<file path="src/rtl/adder_arbiter_if.sv">
// Requester/consumer side of the shared adder: per-requester valid/ready with packed operands,
// plus one registered, stallable response port.
interface adder_arbiter_if #(
  parameter int NREQ  = 4,
  parameter int WIDTH = 32
);
  logic [NREQ-1:0]       req_valid;
  logic [NREQ-1:0]       req_ready;
  logic [NREQ*WIDTH-1:0] req_a;
  logic [NREQ*WIDTH-1:0] req_b;
  logic [NREQ-1:0]       req_sub;
  logic                  rsp_valid;
  logic                  rsp_ready;
  logic [1:0]            rsp_id;
  logic [WIDTH-1:0]      rsp_sum;
  logic                  rsp_cout;
  logic                  rsp_ovf;

  modport master (
    output req_valid, req_a, req_b, req_sub, rsp_ready,
    input  req_ready, rsp_valid, rsp_id, rsp_sum, rsp_cout, rsp_ovf
  );

  modport slave (
    input  req_valid, req_a, req_b, req_sub, rsp_ready,
    output req_ready, rsp_valid, rsp_id, rsp_sum, rsp_cout, rsp_ovf
  );
endinterface

</file>
<file path="src/rtl/adder_arbiter.sv">
// Round-robin arbiter sharing one WIDTH-bit add/subtract datapath among NREQ requesters,
// with a single registered response slot that can drain and refill on the same edge.
//
// state | meaning
// EMPTY | response slot free, rsp_valid=0
// FULL  | response slot holds a result, rsp_valid=1
module adder_arbiter #(
  parameter int NREQ  = 4,
  parameter int WIDTH = 32
) (
  input logic            clk,
  input logic            rst_n,
  adder_arbiter_if.slave bus
);
  localparam int IDW = 2;

  typedef enum logic {EMPTY, FULL} state_t;

  state_t           state;
  logic [IDW-1:0]   ptr;
  logic             grant_en;
  logic             found;
  logic             xfer;
  logic [IDW-1:0]   gid;
  logic [WIDTH-1:0] op_a;
  logic [WIDTH-1:0] op_b;
  logic [WIDTH-1:0] op_b_eff;
  logic             op_sub;
  logic [WIDTH-1:0] sum;
  logic             cout;
  logic             ovf;

  logic [IDW-1:0]   rsp_id_q;
  logic [WIDTH-1:0] rsp_sum_q;
  logic             rsp_cout_q;
  logic             rsp_ovf_q;

  // Pointer arithmetic wraps naturally because NREQ is a power of two (4).
  always_comb begin
    found = 1'b0;
    gid   = ptr;
    for (int k = 0; k < NREQ; k++) begin
      if (!found && bus.req_valid[ptr + IDW'(k)]) begin
        found = 1'b1;
        gid   = ptr + IDW'(k);
      end
    end
  end

  assign grant_en      = rst_n & ((state == EMPTY) | bus.rsp_ready);
  assign xfer          = grant_en & found;
  assign bus.req_ready = xfer ? (NREQ'(1) << gid) : '0;

  always_comb begin
    op_a     = bus.req_a[int'(gid)*WIDTH +: WIDTH];
    op_b     = bus.req_b[int'(gid)*WIDTH +: WIDTH];
    op_sub   = bus.req_sub[gid];
    op_b_eff = op_sub ? ~op_b : op_b;
    {cout, sum} = {1'b0, op_a} + {1'b0, op_b_eff} + {{WIDTH{1'b0}}, op_sub};
    ovf = (op_a[WIDTH-1] == op_b_eff[WIDTH-1]) & (sum[WIDTH-1] != op_a[WIDTH-1]);
  end

  always_ff @(posedge clk or negedge rst_n) begin
    if (!rst_n) begin
      state      <= EMPTY;
      ptr        <= '0;
      rsp_id_q   <= '0;
      rsp_sum_q  <= '0;
      rsp_cout_q <= 1'b0;
      rsp_ovf_q  <= 1'b0;
    end else if (xfer) begin
      state      <= FULL;
      ptr        <= gid + IDW'(1);
      rsp_id_q   <= gid;
      rsp_sum_q  <= sum;
      rsp_cout_q <= cout;
      rsp_ovf_q  <= ovf;
    end else if (state == FULL && bus.rsp_ready) begin
      state <= EMPTY;
    end
  end

  assign bus.rsp_valid = (state == FULL);
  assign bus.rsp_id    = rsp_id_q;
  assign bus.rsp_sum   = rsp_sum_q;
  assign bus.rsp_cout  = rsp_cout_q;
  assign bus.rsp_ovf   = rsp_ovf_q;
endmodule

</file>
<file path="src/flat_wrapper.sv">
// flat-port wrapper written by rule: the top's interface ports become plain ports
module adder_arbiter_flat 
#(
  parameter int NREQ  = 4,
  parameter int WIDTH = 32
)
  (clk, rst_n, bus_req_valid, bus_req_a, bus_req_b, bus_req_sub, bus_rsp_ready, bus_req_ready, bus_rsp_valid, bus_rsp_id, bus_rsp_sum, bus_rsp_cout, bus_rsp_ovf);
  adder_arbiter_if #(.NREQ(NREQ), .WIDTH(WIDTH)) bus_i ();
  input logic clk;
  input logic rst_n;
  input wire logic [$bits(bus_i.req_valid)-1:0] bus_req_valid;
  input wire logic [$bits(bus_i.req_a)-1:0] bus_req_a;
  input wire logic [$bits(bus_i.req_b)-1:0] bus_req_b;
  input wire logic [$bits(bus_i.req_sub)-1:0] bus_req_sub;
  input wire logic [$bits(bus_i.rsp_ready)-1:0] bus_rsp_ready;
  output wire logic [$bits(bus_i.req_ready)-1:0] bus_req_ready;
  output wire logic [$bits(bus_i.rsp_valid)-1:0] bus_rsp_valid;
  output wire logic [$bits(bus_i.rsp_id)-1:0] bus_rsp_id;
  output wire logic [$bits(bus_i.rsp_sum)-1:0] bus_rsp_sum;
  output wire logic [$bits(bus_i.rsp_cout)-1:0] bus_rsp_cout;
  output wire logic [$bits(bus_i.rsp_ovf)-1:0] bus_rsp_ovf;
  assign bus_i.req_valid = bus_req_valid;
  assign bus_i.req_a = bus_req_a;
  assign bus_i.req_b = bus_req_b;
  assign bus_i.req_sub = bus_req_sub;
  assign bus_i.rsp_ready = bus_rsp_ready;
  assign bus_req_ready = bus_i.req_ready;
  assign bus_rsp_valid = bus_i.rsp_valid;
  assign bus_rsp_id = bus_i.rsp_id;
  assign bus_rsp_sum = bus_i.rsp_sum;
  assign bus_rsp_cout = bus_i.rsp_cout;
  assign bus_rsp_ovf = bus_i.rsp_ovf;
  adder_arbiter #(.NREQ(NREQ), .WIDTH(WIDTH)) u_core (.clk(clk), .rst_n(rst_n), .bus(bus_i));
endmodule
</file>
<file path="config.mk">
export PLATFORM = sky130hd
export DESIGN_NAME = adder_arbiter_flat
export DESIGN_NICKNAME = d
export VERILOG_FILES = /design/src/rtl/adder_arbiter_if.sv /design/src/rtl/adder_arbiter.sv /design/src/flat_wrapper.sv
export SDC_FILE = /design/constraint.sdc
export NUM_CORES = 1
export LEC_CHECK = 0
export ABC_AREA = 1
export BUFFER_PORTS_ARGS = -buffer_cell sky130_fd_sc_hd__buf_2
export CORE_AREA = 2 2 120 122
export DETAILED_ROUTE_END_ITERATION = 10
export DIE_AREA = 0 0 122 124
export MAX_ROUTING_LAYER = met4
export PLACE_DENSITY_LB_ADDON = 0.25
export SYNTH_ARGS = -nofsm -noshare
export SYNTH_HDL_FRONTEND = slang
export SYNTH_SLANG_ARGS = --single-unit
export TNS_END_PERCENT = 20
</file>
<file path="constraint.sdc">
create_clock -name clk -period 6 [get_ports clk]
set_clock_uncertainty 0.05 [all_clocks]
set_input_delay 0.9 -clock clk [delete_from_list [all_inputs] [get_ports clk]]
set_output_delay 0.9 -clock clk [all_outputs]
set_load 0.01 [all_outputs]
</file>
==> flow_summary.yaml <==
yosys:
  synth_top_area_share_pct: 16.9
  yosys-top-cells-area: "dfrtp_1, o21ai_0, nand2_1"
  post-synth-top-count-cell: "nand2_1"
  synth-adder-area-share_pct: 7.92
  synth_commonest_cells: "nand2_1, nor2_1, o21ai_0"
  synth-warning-count: 0
  synthCells: 957
  synth-simple-area-share_pct: 32.3
  synth_mux_area_share_pct: 0
  synth_fp_nets: 1260
  synth_edf_count: 0
  async_reset_ff_share_pct: 100
  synth_xor_area_share_pct: 7.12
  synth_flop_cell: "dfrtp_1"
  synth_compound_area_share_pct: 27.6
  yosysSeqAreaShare_pct: 16.9
  synth_top_family_by_area: "simple AND/OR/NAND/NOR gates"
  avgSynthCellArea_um2: 6.04
  yosysUniqueCellTypes: 38
  yosysTopAreaCell: "dfrtp_1"
  yosys_register_bits: 39
  netlist_area_um2: 5780
sta:
  setup_tns_ns: 0
  tightestPinTransition_ns: 0.917
  fin_crit_ns: 5.33
  grt_setup_unrepaired: "false"
  max_freq_mhz: 188
  finalCritPeriodShare_pct: 88.9
  drv_slew: 0
  setup_viol: 0
  hold_viol: 0
  max_slew_margin_pct: 38.8
clock_network:
  cts-hold-fix-buffers: 0
  cts_tree: "done"
  htreeDepth: 2
  cts_buffer_depth: 2
  cts-root-buf: "clkbuf_16"
  clkLatencyLatePin_ns: 0.28
  cts_setup_buffers: 0
  numCtsBuffers: 5
  clk_pin_slew_worst_paths_ns: 0.06
  cts_resized: 0
  cts.sinks: 39
placement:
  io_buffers: 307
  gp_congestion: 0.961
  dp.final_hpwl_mm: 17.8
critical_path:
  worstSetupPathType: "register to register"
  cp_common_cell: "nand2_1"
  cp.required_ns: 6.12
  setup.worst_path.start_class: "register"
  critPathMaxFanout: 30
  slowest_stage: "dfrtp_1"
  arrival_ns: 5.45
  slowest_delay_ns: 0.68
  end_kind: "register"
finish:
  layout-drive-gt1-share_pct: 30.2
  area_growth_pct: 31.5
  nNetsFinal: 1531
floorplanning:
  die-area_um2: 15100
  rows: 43
  start_util_pct: 42.2
  core_area_um2: 13700
  pin_count: 308
  dieHeight_um: 124
  die_w_um: 122
global_route:
  grt_max_degree: 104
  grt_pass1_wl_mm: 33.5
  track_usage_pct: 28.4
  grt_pass1_vias: 6816
  antenna_found_initial: 1
  grt_overflow: 0
detailed_routing:
  drc_errors: 0
  drt-total-wl_mm: 21.4
  vias: 7445
  viasPerCell: 5.28
  first_iter_violations: 431
  wl_per_cell_um: 15.2
  ant_nets: 0
  drtPass1Iterations: 5
worst_hold_path:
  hold_path.class: "register to register"
run_status:
  status: "finished clean"
flow_run:
  maxCapViolCount: 0
-- critical path: cells and delay by family, from the launching register on --
| kind | cells | cell delay, ns |
|---|---|---|
| buf+inv | 5 | 0.72 |
| flops | 1 | 0.68 |
| simple gates | 13 | 1.49 |
| xor+xnor | 1 | 0.18 |
| compound gates | 8 | 1.57 |
| fa+ha+maj | 1 | 0.48 |
-- placed cells by master, fill, tap and decap left out, drive strengths merged, types with 2 or more instances in the layout --
| master | instances |
|---|---|
| a221oi | 2 |
| clkinv | 2 |
| a21oi | 41 |
| nand4 | 4 |
| dfrtp | 39 |
| o21a | 6 |
| or2 | 9 |
| nor3 | 8 |
| ha | 35 |
| xor2 | 35 |
| o22ai | 61 |
| inv | 60 |
| clkbuf | 6 |
| nand3 | 48 |
| o211ai | 3 |
| a31oi | 11 |
| a21o | 2 |
| nand2 | 201 |
| o221a | 2 |
| nor2 | 157 |
| xnor2 | 12 |
| o21bai | 2 |
| o21ai | 159 |
| buf | 319 |
-- cells by family (layout without fill, tap and decap cells) --
logic type                 Yosys count  count (layout)
xor gates and xnor gates            47              47
DFF                                 39              39
other                                0               1
and+or+nand+nor                    429             429
buffers and inverters              116             388
adders and majority gates           36              36
AOI/OAI and AO/OA                  290             290
-- metrics by stage --
step	hold slack, ns	setup slack [ns]	utilization [%]	std cells	instance area [µm²]
3_5_place_dp	0.415	0.576	54.2	1401	7430
6_report	0.429	0.667	55.4	1410	7610
4_1_cts	0.431	0.722	55.4	1409	7600
3_3_place_gp	0.414	0.722	54.2	1401	7430
2_1_floorplan	0.465	1.21	-	957	5780
5_1_grt	0.439	0.205	55.4	1410	7610
-- registers in the layout (all words and copies together), names as in the netlist --
signal,count
u_core.bus.rsp_cout,1
u_core.bus.rsp_id,2
u_core.bus.rsp_ovf,1
u_core.bus.rsp_sum,32
u_core.bus.rsp_valid,1
u_core.ptr,2
-- metal layers --
layer | vias up | track usage (%) | routed length [µm]
met5 | - | - | 0
met2 | 276 | 45.7 | 10100
li1 | 3796 | - | -
met1 | 3357 | 39.4 | 9790
met4 | 0 | 5.24 | 233
met3 | 16 | 2.47 | 1310
-- final timing paths --
path	to	slack, ns	start	cells after the start
max	u_core.bus.rsp_sum[26]	0.67	u_core.ptr[0]	28
min reg2reg	u_core.bus.rsp_sum[23]	0.43	u_core.bus.rsp_sum[23]	2
min	u_core.bus.rsp_sum[23]	0.43	u_core.bus.rsp_sum[23]	2
min in group asynchronous	u_core.ptr[0]	0.71	rst_n	1
max in group asynchronous	u_core.bus.rsp_sum[27]	4.62	rst_n	1
max reg2reg	u_core.bus.rsp_sum[26]	0.67	u_core.ptr[0]	28
-- layout make-up --
cell class	count	area, µm²
flip-flops and latches	39	976
multi-input cells	802	4350
well taps	180	225
clock inverters	2	35.0
inverters	61	233
repair buffers	319	1650
clock buffers	6	139
fillers	1461	6110
diodes	1	2.50
Power is not shown: default switching activity piles up to over one toggle a cycle in this logic, so the estimate is an artifact.
